### config.mk
export PLATFORM = sky130hd
export DESIGN_NAME = dm_mmio_bridge
export DESIGN_NICKNAME = d
export VERILOG_FILES = /design/src/rtl/dm_bridge_pkg.sv /design/src/rtl/tx_fifo.sv /design/src/rtl/dm_mmio_bridge.sv
export SDC_FILE = /design/constraint.sdc
export NUM_CORES = 1
export LEC_CHECK = 0
export BUFFER_PORTS_ARGS = -buffer_cell sky130_fd_sc_hd__clkbuf_2
export CAP_MARGIN = 20
export CELL_PAD_IN_SITES_DETAIL_PLACEMENT = 2
export CELL_PAD_IN_SITES_GLOBAL_PLACEMENT = 2
export CORE_AREA = 2 2 186 188
export CTS_CLUSTER_DIAMETER = 50
export CTS_CLUSTER_SIZE = 8
export DETAILED_ROUTE_END_ITERATION = 7
export DIE_AREA = 0 0 188 190
export PLACE_DENSITY_LB_ADDON = 0.2
export SYNTH_ARGS = -nofsm -noshare
export SYNTH_HDL_FRONTEND = slang
export SYNTH_HIERARCHICAL = 1
export SYNTH_SLANG_ARGS = --single-unit
export TNS_END_PERCENT = 30
### constraint.sdc
create_clock -name clk_i -period 8.8 [get_ports clk_i]
set_clock_uncertainty 0.2 [all_clocks]
set_input_delay 0.44 -clock clk_i [delete_from_list [all_inputs] [get_ports clk_i]]
set_output_delay 0.44 -clock clk_i [all_outputs]
set_load 0.005 [all_outputs]
### src/rtl/dm_bridge_pkg.sv
// Shared definitions for dm_mmio_bridge: MMIO register offsets, STATUS bit
// positions, reset constants and the address-region decode helper.
package dm_bridge_pkg;

    typedef enum logic [3:0] {
        MTIME_LO_OFF    = 4'd0,
        MTIME_HI_OFF    = 4'd1,
        MTIMECMP_LO_OFF = 4'd2,
        MTIMECMP_HI_OFF = 4'd3,
        TXDATA_OFF      = 4'd4,
        STATUS_OFF      = 4'd5,
        CTRL_OFF        = 4'd6
    } reg_off_e;

    localparam int unsigned MMIO_WORDS    = 16;
    localparam int unsigned STS_EMPTY_BIT = 0;
    localparam int unsigned STS_FULL_BIT  = 1;
    localparam int unsigned STS_OVF_BIT   = 2;
    localparam int unsigned STS_CNT_LSB   = 8;

    localparam logic [63:0] MTIMECMP_RST = 64'hFFFF_FFFF_FFFF_FFFF;

    function automatic logic in_mmio(input logic [31:0] addr, input logic [31:0] base);
        return (addr >= base) && (addr < base + MMIO_WORDS);
    endfunction

    // Byte-lane merge with active-low byte enables.
    function automatic logic [31:0] merge_bytes(input logic [31:0] old_val,
                                                input logic [31:0] new_val,
                                                input logic [3:0]  web);
        logic [31:0] r;
        r = old_val;
        for (int unsigned b = 0; b < 4; b++) begin
            if (!web[b]) r[8*b +: 8] = new_val[8*b +: 8];
        end
        return r;
    endfunction

endpackage

### src/rtl/tx_fifo.sv
// Synchronous FIFO with push/pop, full/empty and occupancy count. A push while
// full is accepted only when a pop happens in the same cycle.
module tx_fifo #(
    parameter int unsigned DEPTH = 8,
    parameter int unsigned WIDTH = 8
) (
    input  logic                       clk_i,
    input  logic                       rst_i,
    input  logic                       push_i,
    input  logic [WIDTH-1:0]           data_i,
    input  logic                       pop_i,
    output logic [WIDTH-1:0]           data_o,
    output logic                       full_o,
    output logic                       empty_o,
    output logic [$clog2(DEPTH):0]     count_o
);

    localparam int unsigned PW = $clog2(DEPTH);

    logic [WIDTH-1:0] mem_q [DEPTH];
    logic [PW-1:0]    wr_ptr_q, wr_ptr_d;
    logic [PW-1:0]    rd_ptr_q, rd_ptr_d;
    logic [PW:0]      count_q, count_d;
    logic             push_ok, pop_ok;

    assign empty_o = (count_q == '0);
    assign full_o  = (count_q == (PW+1)'(DEPTH));
    assign count_o = count_q;
    assign pop_ok  = pop_i & ~empty_o;
    assign push_ok = push_i & (~full_o | pop_ok);
    assign data_o  = empty_o ? '0 : mem_q[rd_ptr_q];

    always_comb begin
        wr_ptr_d = wr_ptr_q;
        rd_ptr_d = rd_ptr_q;
        count_d  = count_q;
        if (push_ok) wr_ptr_d = wr_ptr_q + 1'b1;
        if (pop_ok)  rd_ptr_d = rd_ptr_q + 1'b1;
        case ({push_ok, pop_ok})
            2'b10:   count_d = count_q + 1'b1;
            2'b01:   count_d = count_q - 1'b1;
            default: count_d = count_q;
        endcase
    end

    always_ff @(posedge clk_i or negedge rst_i) begin
        if (!rst_i) begin
            wr_ptr_q <= '0;
            rd_ptr_q <= '0;
            count_q  <= '0;
        end else begin
            wr_ptr_q <= wr_ptr_d;
            rd_ptr_q <= rd_ptr_d;
            count_q  <= count_d;
        end
    end

    always_ff @(posedge clk_i) begin
        if (push_ok) mem_q[wr_ptr_q] <= data_i;
    end

endmodule

### src/rtl/dm_mmio_bridge.sv
// Data-memory port bridge: SRAM pass-through plus a 16-word MMIO window with a
// 64-bit machine timer and a byte TX FIFO. Optional macro DM_BRIDGE_PRESCALE_EN.
module dm_mmio_bridge
    import dm_bridge_pkg::*;
#(
    parameter int unsigned    AW        = 14,
    parameter logic [AW-1:0]  MMIO_BASE = 14'h3F00,
    parameter int unsigned    TXF_DEPTH = 8,
    parameter int unsigned    PRESCALE  = 1
) (
    input  logic          clk_i,
    input  logic          rst_i,
    input  logic          cpu_oe_i,
    input  logic [AW-1:0] cpu_a_i,
    input  logic [3:0]    cpu_web_i,
    input  logic [31:0]   cpu_di_i,
    output logic [31:0]   cpu_do_o,
    output logic          sram_oe_o,
    output logic [AW-1:0] sram_a_o,
    output logic [3:0]    sram_web_o,
    output logic [31:0]   sram_di_o,
    input  logic [31:0]   sram_do_i,
    output logic          timer_irq_o,
    output logic [7:0]    tx_data_o,
    output logic          tx_valid_o,
    input  logic          tx_ready_i
);

    localparam int unsigned CW = $clog2(TXF_DEPTH) + 1;

    logic        mmio;
    logic [3:0]  off;
    logic        wr_any;
    logic        wr_mtime_lo, wr_mtime_hi, wr_cmp_lo, wr_cmp_hi;
    logic        wr_ctrl, wr_status, push;
    logic        mtime_wr, tick;

    logic [63:0] mtime_q, mtime_d;
    logic [63:0] mtimecmp_q, mtimecmp_d;
    logic        timer_en_q, timer_en_d;
    logic        ovf_q, ovf_d;

    logic          fifo_full, fifo_empty, pop;
    logic [CW-1:0] fifo_count;
    logic [31:0]   rdata;

    assign mmio   = in_mmio(32'(cpu_a_i), 32'(MMIO_BASE));
    assign off    = 4'(cpu_a_i - MMIO_BASE);
    assign wr_any = mmio & (cpu_web_i != 4'b1111);

    assign wr_mtime_lo = wr_any & (off == MTIME_LO_OFF);
    assign wr_mtime_hi = wr_any & (off == MTIME_HI_OFF);
    assign wr_cmp_lo   = wr_any & (off == MTIMECMP_LO_OFF);
    assign wr_cmp_hi   = wr_any & (off == MTIMECMP_HI_OFF);
    assign wr_status   = wr_any & (off == STATUS_OFF);
    assign wr_ctrl     = wr_any & (off == CTRL_OFF);
    assign push        = wr_any & (off == TXDATA_OFF) & ~cpu_web_i[0];
    assign mtime_wr    = wr_mtime_lo | wr_mtime_hi;

    assign sram_a_o   = cpu_a_i;
    assign sram_di_o  = cpu_di_i;
    assign sram_oe_o  = cpu_oe_i & ~mmio;
    assign sram_web_o = mmio ? 4'b1111 : cpu_web_i;

`ifdef DM_BRIDGE_PRESCALE_EN
    localparam int unsigned PSW = (PRESCALE > 1) ? $clog2(PRESCALE) : 1;
    logic [PSW-1:0] presc_q, presc_d;

    assign tick = (presc_q == PSW'(PRESCALE - 1));

    always_comb begin
        presc_d = presc_q + 1'b1;
        if (!timer_en_q || mtime_wr || tick) presc_d = '0;
    end

    always_ff @(posedge clk_i or negedge rst_i) begin
        if (!rst_i) presc_q <= '0;
        else        presc_q <= presc_d;
    end
`else
    logic unused_prescale;
    assign unused_prescale = (PRESCALE != 0);
    assign tick            = 1'b1;
`endif

    // A CPU write to either mtime half suppresses the increment for that cycle.
    always_comb begin
        mtime_d    = mtime_q;
        mtimecmp_d = mtimecmp_q;
        timer_en_d = timer_en_q;
        ovf_d      = ovf_q;
        if (mtime_wr) begin
            if (wr_mtime_lo) mtime_d[31:0]  = merge_bytes(mtime_q[31:0],  cpu_di_i, cpu_web_i);
            if (wr_mtime_hi) mtime_d[63:32] = merge_bytes(mtime_q[63:32], cpu_di_i, cpu_web_i);
        end else if (timer_en_q && tick) begin
            mtime_d = mtime_q + 64'd1;
        end
        if (wr_cmp_lo) mtimecmp_d[31:0]  = merge_bytes(mtimecmp_q[31:0],  cpu_di_i, cpu_web_i);
        if (wr_cmp_hi) mtimecmp_d[63:32] = merge_bytes(mtimecmp_q[63:32], cpu_di_i, cpu_web_i);
        if (wr_ctrl && !cpu_web_i[0]) timer_en_d = cpu_di_i[0];
        if (wr_status && !cpu_web_i[0] && cpu_di_i[STS_OVF_BIT]) ovf_d = 1'b0;
        if (push && fifo_full && !pop) ovf_d = 1'b1;
    end

    always_ff @(posedge clk_i or negedge rst_i) begin
        if (!rst_i) begin
            mtime_q    <= '0;
            mtimecmp_q <= MTIMECMP_RST;
            timer_en_q <= 1'b0;
            ovf_q      <= 1'b0;
        end else begin
            mtime_q    <= mtime_d;
            mtimecmp_q <= mtimecmp_d;
            timer_en_q <= timer_en_d;
            ovf_q      <= ovf_d;
        end
    end

    assign timer_irq_o = timer_en_q & (mtime_q >= mtimecmp_q);

    assign pop        = ~fifo_empty & tx_ready_i;
    assign tx_valid_o = ~fifo_empty;

    tx_fifo #(
        .DEPTH (TXF_DEPTH),
        .WIDTH (8)
    ) u_tx_fifo (
        .clk_i   (clk_i),
        .rst_i   (rst_i),
        .push_i  (push),
        .data_i  (cpu_di_i[7:0]),
        .pop_i   (pop),
        .data_o  (tx_data_o),
        .full_o  (fifo_full),
        .empty_o (fifo_empty),
        .count_o (fifo_count)
    );

    always_comb begin
        rdata = '0;
        case (off)
            MTIME_LO_OFF:    rdata = mtime_q[31:0];
            MTIME_HI_OFF:    rdata = mtime_q[63:32];
            MTIMECMP_LO_OFF: rdata = mtimecmp_q[31:0];
            MTIMECMP_HI_OFF: rdata = mtimecmp_q[63:32];
            STATUS_OFF: begin
                rdata[STS_EMPTY_BIT]     = fifo_empty;
                rdata[STS_FULL_BIT]      = fifo_full;
                rdata[STS_OVF_BIT]       = ovf_q;
                rdata[STS_CNT_LSB +: 8]  = 8'(fifo_count);
            end
            CTRL_OFF:        rdata[0] = timer_en_q;
            default:         rdata = '0;
        endcase
    end

    assign cpu_do_o = !mmio ? sram_do_i : (cpu_oe_i ? rdata : '0);

endmodule

## Yosys cells after proc, flatten, opt, wreduce, memory -nomap -nowiden

Memories as Yosys holds them, arrays and structs flattened.
Index checks and enable logic that the tools add are counted.

- Add/subtract/negate cells: 6
- $mul: 0
- Divide/modulo/power cells: 0
- $lt $le $gt $ge: 3
- Equal/unequal tests: 16
- Shift operators: 0
- Multiplexer cells: 22
- Bitwise logic cells: 23
- Reductions and logical operators: 29

Operator list:

| kind | count |
|---|---|
| 2-to-1 mux 32 bit | 4 |
| 2-to-1 mux 64 bit | 2 |
| adder 64 x 1 -> 64 bit, second input constant | 1 |
| >= comparator 64 bit | 1 |
| case mux 16 bit (4 select lines) | 1 |
| 2-to-1 mux 8 bit | 5 |
| case mux 8 bit (5 select lines) | 1 |
| AND reduction 3 bit | 8 |
| case mux 5 bit (4 select lines) | 1 |
| AND reduction 2 bit | 8 |
| bitwise AND 1 bit | 14 |
| >= comparator 14 bit, second input constant | 1 |
| < comparator 14 bit, second input constant | 1 |
| == test 4 x 3 -> 1 bit, second input constant | 3 |
| inequality test 2 bit, second input constant | 6 |
| case mux 2 bit (5 select lines) | 1 |
| == test 4 x 2 -> 1 bit, second input constant | 2 |
| zero test 4 bit | 2 |
| case mux 4 bit (2 select lines) | 1 |
| subtractor 4 x 1 -> 4 bit, second input constant | 2 |
| inverter 1 bit | 7 |
| adder 3 x 1 -> 3 bit, second input constant | 2 |
| logical AND 1 bit | 6 |
| case mux 1 bit (6 select lines) | 1 |
| 11 further kinds | 18 |

- Register bits after elaboration: 140
- Latch bits: 0
- RAM bits: 64
- Memory bits (read-only): 0
- Input port bits: 86
- Output and inout port bits: 93
- Logic and storage cells: 121
- Memories: 1

Memories:

| memory | depth | width | read ports | clocked after memory_dff | write ports | line | RTL |
|---|---|---|---|---|---|---|---|
| u_tx_fifo.mem_q | 8 | 8 | 1 | 0 | 1 | tx_fifo.sv:20 | `logic [WIDTH-1:0] mem_q [DEPTH];` |

## Logic depth before layout (Yosys ltp)

Gate-level depths: netlist of run 1.

- Depth after elaboration: 8
- Mapped depth: 14
- Gate-level depth less buffers: 13

## By module

Netlist of run 1, hierarchy kept.

By module, submodules not included:

| module | times used | cells each | area an instance (um^2) | sequential area each (um^2) |
|---|---|---|---|---|
| dm_mmio_bridge | 1 | 1214 | 9954.5 | 3333.2 |
| tx_fifo | 1 | 160 | 3055.4 | 2172.1 |

## Least setup slack after synthesis of run 1

Ideal clock, no wire load.

- Path type: input port to flip-flop
- From: input port cpu_a_i[4]
- To: memory u_tx_fifo.mem_q[0][0] (enable)
- Setup time: 0.395 ns
- Arrival: 3.003 ns
- Required time: 8.205 ns
- Path slack: 5.203 ns
- Stages: 8
- Path buffers: 1
- Cells stage by stage: or4_1 -> or3_1 -> clkbuf_1 -> nor4_1 -> nor2b_1 -> o21a_4 -> inv_6 -> nor4_1

- Word-level cells in the longest chain between the ends: 8
- Elaborated cells between the ends (all ways): 9
- Those cells by class: order compare (2); mux (2); bitwise (4); reduce/logical (1)

Ends and longest elaborated chain:

| item | line | RTL |
|---|---|---|
| start: declaration | dm_mmio_bridge.sv:14 | `input logic [AW-1:0] cpu_a_i,` |
| >= comparator 14 bit / < comparator 14 bit (equally long branches) | dm_bridge_pkg.sv:24 | `return (addr >= base) && (addr < base + MMIO_WORDS);` |
| logical AND 1 bit * | dm_bridge_pkg.sv:24 |  |
| bitwise AND 1 bit * | dm_mmio_bridge.sv:49 | `assign wr_any = mmio & (cpu_web_i != 4'b1111);` |
| bitwise AND 1 bit * (2 in series) | dm_mmio_bridge.sv:57 | `assign push = wr_any & (off == TXDATA_OFF) & ~cpu_web_i[0];` |
| via push | dm_mmio_bridge.sv:35 | `logic wr_ctrl, wr_status, push;` |
| bitwise AND 1 bit * | tx_fifo.sv:30 | `assign push_ok = push_i & (~full_o \| pop_ok);` |
| 2-to-1 mux 1 bit * | tx_fifo.sv:59 | `if (push_ok) mem_q[wr_ptr_q] <= data_i;` |
| 2-to-1 mux 1 bit (implied by the code) * | tx_fifo.sv:59 |  |
| end: declaration | tx_fifo.sv:20 |  |

Mark *: on every way through the listed nets, which the timed path passes. The rest lies on a longest branch.

## Worst setup path in the final report of run 1

- From: register mtime_q[0]
- To: output port timer_irq_o

- Word-level cells in the longest chain between the ends: 2

Ends and longest elaborated chain:

| item | line | RTL |
|---|---|---|
| start: declaration | dm_mmio_bridge.sv:38 | `logic [63:0] mtime_q, mtime_d;` |
| start signal: assignment | dm_mmio_bridge.sv:112 | `mtime_q <= mtime_d;` |
| >= comparator 64 bit | dm_mmio_bridge.sv:119 | `assign timer_irq_o = timer_en_q & (mtime_q >= mtimecmp_q);` |
| bitwise AND 1 bit | dm_mmio_bridge.sv:119 |  |
| end: declaration | dm_mmio_bridge.sv:23 | `output logic timer_irq_o,` |

Every way passes these cells.

==> results of run 1 <==
## worst max-delay path by stage
stage	slack (ns)	startpoint	end	cells after the start
after floorplan	5.20	cpu_a_i[4]	u_tx_fifo/mem_q[0][0]	8
after global placement	4.53	cpu_a_i[4]	u_tx_fifo/mem_q[3][2]	9
after detailed placement	4.19	cpu_a_i[4]	u_tx_fifo/mem_q[4][5]	9
after CTS	4.81	cpu_a_i[4]	u_tx_fifo/mem_q[4][7]	9
after global routing	4.65	cpu_a_i[4]	u_tx_fifo/count_o[2]	15
final	4.80	mtime_q[0]	timer_irq_o	9
## per-layer routing
metal	routed length, um	part of all wire
met5	0	0
met4	2090	0.039
met3	2920	0.054
met2	25200	0.47
met1	23600	0.44
## cell families (layout without fill, tap and decap cells)
group,Yosys count,after routing,share of synthesized area
compound gates,420,420,0.195
xor+xnor,11,11,0.00741
mux,60,60,0.0766
buf+inv,193,359,0.0749
simple gates,416,416,0.156
fa+ha+maj,70,70,0.0673
flops,204,204,0.423
## critical path, delay by kind of cell, from the launching register on
family          cells  cell delay, ns
compound gates      4            1.44
flops               1            0.48
simple gates        2            0.35
fa+ha+maj           1            0.29
buf+inv             2            0.27
## layout by cell type (no fill, tap or decap), types with 26 or more instances in the layout
cell type and instances:
dfstp_2 64, a21oi_1 122, nand3_1 42, inv_1 79, nor2_1 58, mux2i_1 26
dfrtp_1 76, mux4_2 31, nand2_1 177, o22ai_1 34, ha_1 70, clkbuf_2 178
edfxtp_1 64, clkbuf_16 39, o21ai_0 136
## flip-flops by register name (all words and copies together), names as in the netlist
register	flops
ovf_q	1
u_tx_fifo/wr_ptr_q	3
timer_en_q	1
mtime_q	64
mtimecmp_q	64
u_tx_fifo/mem_q	64
u_tx_fifo/count_o	4
u_tx_fifo/rd_ptr_q	3
## power by group through the flow
| stage | Clock (mW) | Sequential (mW) | Combinational [mW] |
|---|---|---|---|
| 6_report | 1.45 | 1.12 | 0.495 |
| 5_1_grt | 1.51 | 1.12 | 0.539 |
| 4_1_cts | 1.47 | 1.12 | 0.500 |
| 3_5_place_dp | 0 | 1.13 | 0.486 |
| 3_3_place_gp | 0 | 1.12 | 0.462 |
| 2_1_floorplan | 0 | 1.07 | 0.331 |
## stage by stage
stage	util	cell area (um^2)	setup slack, ns	hold slack (ns)
after global placement	0.410	13900	4.53	0.305
final	0.451	15300	4.80	0.00459
after floorplan	-	13000	5.20	-0.0556
after detailed placement	0.411	13900	4.19	0.305
after CTS	0.449	15300	4.81	0.00689
after global routing	0.451	15300	4.65	0.0293
## final cells by class
cell class              count  share of cell area
clock buffers              58              0.0704
clock inverters            12              0.0104
inverters                  80              0.0200
multi-input cells         977               0.427
flip-flops and latches    204               0.360
well taps                 455              0.0372
repair buffers            209              0.0748
## what timing repair did
item / in CTS / in global routing
endpoints found under the setup margin: 0 / 0
endpoints found under the hold margin: 57 / 0
hold buffers: 8 / 0
==> metrics.md, run 1 <==
| Metric | Value |
|---|---|
| Synth cell types | `77` |
| Hpwl dp | `roughly 38000 um` |
| Gr busiest metal | `met2` |
| Final Hold Viols | `0` |
| M2 GR Usage | `0.499` |
| Cell with the most instances after synthesis | `nand2_1` |
| Global Route Usage Sum | `0.304` |
| Wire per inst | `26.9 um` |
| Sw Pwr | `between 800 and 900 uW` |
| Register area share after synthesis | `0.423` |
| Comb power frac | `0.162` |
| Share of cells above drive strength 1 | `0.248` |
| Internal Power | `2.18 mW` |
| Port Buffers | `about 180` |
| Vias in the first global route | `13100` |
| CP Data Required Time | `8.16 ns` |
| Switching portion of total power | `0.289` |
| Die W | `188 um` |
| GP Congestion | `0.883` |
| Synthesized area | `0.0130 mm^2` |
| Final Critical Period | `4.00 ns` |
| Worst Setup Start Kind | `flop` |
| CP max stage cell | `a2111oi_0` |
| Area contributors post-synth | `edfxtp_1, dfrtp_1, dfstp_2, ha_1, mux4_2` |
| Clock buffer count from CTS | `38` |
| Synth Area per Inst | `9.47 um^2` |
| First-pass GRT wire length | `82200 um` |
| Crit path DAT | `3.36 ns` |
| Critical path type | `flop to primary output` |
| Clock transition at path regs | `about 0.050 ns` |
| GRT overflow | `0` |
| Static Leak | `6.80 nW` |
| Number of gates resized after CTS | `0` |
| Worst-path fanout max | `5` |
| DP Cell Count | `1910` |
| Clock latency on the worst-skew pair | `0.54 ns` |
| Largest net degree at the start of global routing | `slightly below 100` |
| Clock buffer depth | `3` |
| Worst R2R Path Depth | `6` |
| Root Buffer | `clkbuf_16` |
| Hold Startpoint | `cpu_di_i[26]` |
| Post-Syn Instances | `1374` |
| Filler Cell Count | `3657` |
| Final Total Pwr | `3.07 mW` |
| DR DRC count | `0` |
| TritonCTS clock tree | `done` |
| H-tree lvl count | `2` |
| Footprint of the multi-input gates | `0.00654 mm^2` |
| Ant diodes | `0` |
| Max-cap viol count | `0` |
| FFs w/ async S/R, synth | `0.686` |
| Reg2Reg Launch Point | `mtime_q[9]` |
| Peak supply drop | `0.000144 V` |
| Slew Viols, Final | `0` |
| Clock power share | `0.473` |
| Initial antenna violation count | `1` |
| Core area | `0.0339 mm^2` |
| Non-Filler Instances | `1995` |
| Min-delay worst type | `input port to flop` |
| Worst setup EP type | `primary output` |
| Setup_tns | `0 ns` |
| Hold EP | `mtimecmp_q[58]` |
| Maximum clock rate | `0.250 GHz` |
| R2R Setup Slk | `between 5 and 6 ns` |
| Final WL | `53800 um` |
| DRT iter0 DRCs | `850` |
| Worst Tran Pin Value | `0.991 ns` |
| Unrepaired setup endpoints after global routing | `false` |
| IO Pins | `179` |
| Worst hold path depth | `3` |
| Mapped Nets | `1530` |
| Sink Count | `204` |
| Reg power frac | `0.366` |
| Biggest area consumer among synthesized cells | `edfxtp_1` |
| Via Count | `12000` |
| Die Y | `190 um` |
| Final net count | `between 1500 and 2000` |
| Share of the synthesized area in the top cell type | `0.148` |
| Rel. slew slack | `0.339` |
| Yosys warns | `6` |
| Post-DRT Antenna Nets | `0` |
| RR Endpoint | `mtime_q[61]` |
| Power Density | `~200 mW/mm^2` |
| Row cnt | `68` |
| Vias per Instance | `between 5 and 6` |
| Pre-antenna DRT Iters | `6` |
| Max incr delay on CP | `0.67 ns` |
| Met1 capacity usage during global routing | `0.401` |
| Status | `completed` |
| Post-synthesis register bit count | `204` |
| Area taken by flip-flops and latches | `roughly 0.0055 mm^2` |
| Synth cell count leaders | `nand2_1, o21ai_0, a21oi_1` |
| Main synth FF type | `dfrtp_1` |
| Starting density of the core | `0.383` |
| Endpoints failing setup | `0` |
| Postcts setup bufs | `0` |
| Period utilization | `0.455` |
| M3 GR Usage | `0.0507` |
| Critical path cell sequence | `inv_1 -> ha_1 -> nand2b_1 -> a2111oi_0 -> or4_1 -> o211ai_1 -> a31oi_1 -> o31ai_1 -> clkbuf_2` |
| Area grow syn2layout | `17.6%` |
| EDFF count, synth | `64` |
| Die area | `between 0.03 and 0.04 mm^2` |
Note: power is estimated with default switching activity, not from simulation.
==> run 2, diff against run 1 <==
--- a/config.mk
+++ b/config.mk
@@ -5,15 +5,16 @@
 export SDC_FILE = /design/constraint.sdc
 export NUM_CORES = 1
 export LEC_CHECK = 0
+export ABC_AREA = 1
 export BUFFER_PORTS_ARGS = -buffer_cell sky130_fd_sc_hd__clkbuf_2
 export CAP_MARGIN = 20
 export CELL_PAD_IN_SITES_DETAIL_PLACEMENT = 2
 export CELL_PAD_IN_SITES_GLOBAL_PLACEMENT = 2
-export CORE_AREA = 2 2 186 188
+export CORE_AREA = 2 2 225 227
 export CTS_CLUSTER_DIAMETER = 50
 export CTS_CLUSTER_SIZE = 8
 export DETAILED_ROUTE_END_ITERATION = 7
-export DIE_AREA = 0 0 188 190
+export DIE_AREA = 0 0 227 229
 export PLACE_DENSITY_LB_ADDON = 0.2
 export SYNTH_ARGS = -nofsm -noshare
 export SYNTH_HDL_FRONTEND = slang
==> constraint.sdc (replaced) <==
create_clock -name clk_i -period 3.2 [get_ports clk_i]
set_clock_uncertainty 0.2 [all_clocks]
set_input_delay 0.16 -clock clk_i [delete_from_list [all_inputs] [get_ports clk_i]]
set_output_delay 0.16 -clock clk_i [all_outputs]
set_load 0.005 [all_outputs]
==> run 2 against run 1 <==
Area after synthesis up 13%. Critical path depth up 2. Setup slack worse by 4.7 ns. Flip-flop and latch count unchanged. Utilization down 9.0 points. Via count up 27%. Combinational power rose to 3.6 times the previous value. Register-to-register slack worse by 4.7 ns. First-iteration DRC count down 23%. Sequential power rose to 2.6 times the previous value. Largest power group unchanged.
==> metrics.md, run 2 <==
| Metric | Value |
|---|---|
| Biggest area consumer among synthesized cells | `nand2_1 (was edfxtp_1)` |
| Largest net degree at the start of global routing | `80 (was 97)` |
| Share of the synthesized area in the top cell type | `0.169 (was 0.148)` |
| Maximum clock rate | `0.321 GHz` |
| Register area share after synthesis | `0.375 (was 0.423)` |
| Critical path cell sequence | `inv_1 -> ha_1 -> nand2_1 -> o21ai_0 -> nand2_1 -> nand2_1 -> nand2_1 -> nand2_1 -> nor2_1 -> a21oi_2 -> clkbuf_2 (was inv_1 -> ha_1 -> nand2b_1 -> a2111oi_0 -> or4_1 -> o211ai_1 -> a31oi_1 -> o31ai_1 -> clkbuf_2)` |
| Root Buffer | `clkbuf_16 (unchanged)` |
| Pre-antenna DRT Iters | `5 (was 6)` |
| Critical path type | `flop to primary output (unchanged)` |
| Max-cap viol count | `0 (unchanged)` |
| Worst Setup Start Kind | `flop (unchanged)` |
| Ant diodes | `0 (unchanged)` |
| Synthesized area | `0.0147 mm^2 (was 0.0130 mm^2)` |
| Area contributors post-synth | `nand2_1, edfxtp_1, dfrtp_1, dfstp_2, nor2_1 (was edfxtp_1, dfrtp_1, dfstp_2, ha_1, mux4_2)` |
| GRT overflow | `0 (unchanged)` |
| Clock buffer count from CTS | `40 (was 38)` |
| Die W | `227 um (was 188 um)` |
| Post-synthesis register bit count | `204 (unchanged)` |
| DRT iter0 DRCs | `651 (was 850)` |
| Status | `completed (unchanged)` |
| EDFF count, synth | `64 (unchanged)` |
| Final Hold Viols | `0 (unchanged)` |
| Vias per Instance | `5.08 (was 5.99)` |
| Reg2Reg Launch Point | `mtime_q[8] (was mtime_q[9])` |
| Port Buffers | `178 (unchanged)` |
| Die area | `0.0520 mm^2 (was 0.0357 mm^2)` |
| Post-Syn Instances | `2074 (was 1374)` |
| Rel. slew slack | `0.343 (was 0.339)` |
| Main synth FF type | `dfrtp_1 (unchanged)` |
| Clock latency on the worst-skew pair | `0.58 ns (was 0.54 ns)` |
| Filler Cell Count | `5944 (was 3657)` |
| H-tree lvl count | `2 (unchanged)` |
| Post-layout util | `0.361 (was 0.451)` |
| Endpoints failing setup | `0 (unchanged)` |
| Clock buffer depth | `3 (unchanged)` |
| Max incr delay on CP | `0.53 ns (was 0.67 ns)` |
| Wire per inst | `23.3 um (was 26.9 um)` |
| Final net count | `2439 (was 1666)` |
| Peak supply drop | `0.000326 V (was 0.000144 V)` |
| Sink Count | `204 (unchanged)` |
| Clock transition at path regs | `0.04 ns (was 0.05 ns)` |
| Static Leak | `7.99 nW (was 6.80 nW)` |
| Yosys warns | `6 (unchanged)` |
| Unrepaired setup endpoints after global routing | `false (unchanged)` |
| Post-DRT Antenna Nets | `0 (unchanged)` |
| Share of cells above drive strength 1 | `0.184 (was 0.248)` |
| FFs w/ async S/R, synth | `0.686 (unchanged)` |
| DP Cell Count | `2871 (was 1910)` |
| Final Critical Period | `3.12 ns` |
| Period utilization | `0.975` |
| Crit path DAT | `2.76 ns (was 3.36 ns)` |
| Core area | `0.0497 mm^2 (was 0.0339 mm^2)` |
| Cell with the most instances after synthesis | `nand2_1 (unchanged)` |
| Via Count | `15200 (was 12000)` |
| Die Y | `229 um (was 190 um)` |
| Top Registers | `mtime_q x64, mtimecmp_q x64, u_tx_fifo/mem_q x64 (unchanged)` |
| Worst hold margin | `0.0622 ns (was 0.00459 ns)` |
| Slew Viols, Final | `0 (unchanged)` |
| Min-delay worst type | `input port to flop (unchanged)` |
| Non-Filler Instances | `2987 (was 1995)` |
| Worst setup EP type | `primary output (unchanged)` |
| DR DRC count | `0 (unchanged)` |
| Worst Tran Pin Value | `0.982 ns (was 0.991 ns)` |
| Starting density of the core | `0.296 (was 0.383)` |
| Cell mode on critical path | `nand2_1` |
| TritonCTS clock tree | `done (unchanged)` |
| Synth cell types | `52 (was 77)` |
| First-pass GRT wire length | `105000 um (was 82200 um)` |
| Row cnt | `82 (was 68)` |
| Most common cell after layout, fill and taps aside | `nand2_1 (was clkbuf_2)` |
| Commonest cells after routing, fill and taps aside | `nand2_1, nor2_1, inv_1 (was clkbuf_2, nand2_1, o21ai_0)` |
| Final WL | `69700 um (was 53800 um)` |
| Global Route Usage Sum | `0.271 (was 0.304)` |
| Mapped Nets | `2230 (was 1530)` |
| Worst setup path start | `mtimecmp_q[51] (was mtime_q[0])` |
| Initial antenna violation count | `1 (unchanged)` |
| Area grow syn2layout | `22.1% (was 17.6%)` |
| GP Congestion | `0.943 (was 0.883)` |
| Hpwl dp | `52500 um (was 38000 um)` |
| CP Data Required Time | `2.84 ns (was 8.16 ns)` |
| IO Pins | `179 (unchanged)` |
| Synth cell count leaders | `nand2_1, nor2_1, inv_1 (was nand2_1, o21ai_0, a21oi_1)` |
| Hold Startpoint | `cpu_a_i[3] (was cpu_di_i[26])` |
| Setup_tns | `0 ns (unchanged)` |
| Vias in the first global route | `16700 (was 13100)` |
| CP max stage cell | `dfstp_2 (was a2111oi_0)` |
| Synth Area per Inst | `7.08 um^2 (was 9.47 um^2)` |
| Power Density | `504 mW/mm^2 (was 200 mW/mm^2)` |
| Worst-path fanout max | `3 (was 5)` |
-- run 2: cell types whose count changed after synthesis, sizes merged, moves of 19 or more --
cell    delta
a21oi     -58
a22oi     -19
clkbuf    -22
inv      +153
mux2i     -26
mux4      -31
nand2    +491
nor2     +241
o21ai     +69
-- run 2: power by group --
part / total (mW) / switching, mW / leakage, nW / internal [mW]
Combinational: 1.76 / 1.14 / 5.14 / 0.622
Sequential: 2.96 / 0.195 / 2.21 / 2.77
Clock: 4.31 / 1.54 / 0.648 / 2.77
-- run 2: layer usage --
| metal | global-route usage | up-vias | wire length (um) |
|---|---|---|---|
| li1 | - | 7092 | - |
| met1 | 0.342 | 7661 | 30100 |
| met2 | 0.480 | 311 | 34700 |
| met3 | 0.0321 | 115 | 2610 |
| met4 | 0.0858 | 0 | 2240 |
| met5 | 0 | - | 0 |
-- run 2: area by class of cell --
type	count	area, um^2	area share
Clock buffer	61	1130	0.0630
Inverter	235	882	0.0492
Tap cell	672	841	0.0469
Clock inverter	13	221	0.0124
Multi-Input combinational cell	1534	7630	0.426
Timing Repair Buffer	268	1720	0.0957
Sequential cell	204	5510	0.307
-- run 2: repair_timing --
action                                 CTS  global route
endpoints found under the hold margin  271             0
setup endpoints to repair                1             1
setup buffers                            0             0
gates resized for setup                  6             8
hold buffers                            42             0
-- run 2: worst paths after layout --
| path | end | slack, ns | cells after the start |
|---|---|---|---|
| min in group asynchronous | mtimecmp_q[45] | 0.53 | 3 |
| max in group asynchronous | mtime_q[41] | 0.86 | 4 |
| worst min-delay path | timer_en_q | 0.06 | 7 |
| worst max-delay path | timer_irq_o | 0.08 | 11 |
| worst min register to register | mtimecmp_q[50] | 0.29 | 2 |
| worst max register to register | mtime_q[63] | 0.46 | 9 |
-- run 2: through the flow --
stage          setup slack, ns  power, mW  instance area, um^2
3_5_place_dp             0.432       4.73                16100
6_report                0.0816       9.03                17900
2_1_floorplan            0.888       4.03                14700
5_1_grt                0.00174       9.46                17900
4_1_cts                 0.0268       9.15                17900
3_3_place_gp             0.479       4.65                16100
-- run 2: cell families after synthesis --
logic type | synth area share
and+or+nand+nor | 0.304
AOI/OAI and AO/OA | 0.139
buffers and inverters | 0.109
DFF | 0.375
adders and majority gates | 0.0597
xor gates and xnor gates | 0.0131
-- run 2: worst max-delay path, delay by kind of cell (launching register included) --
family | cells | cell delay, ns
adders and majority gates | 1 | 0.31
AOI/OAI and AO/OA | 2 | 0.56
buffers and inverters | 2 | 0.19
DFF | 1 | 0.53
and+or+nand+nor | 6 | 0.60
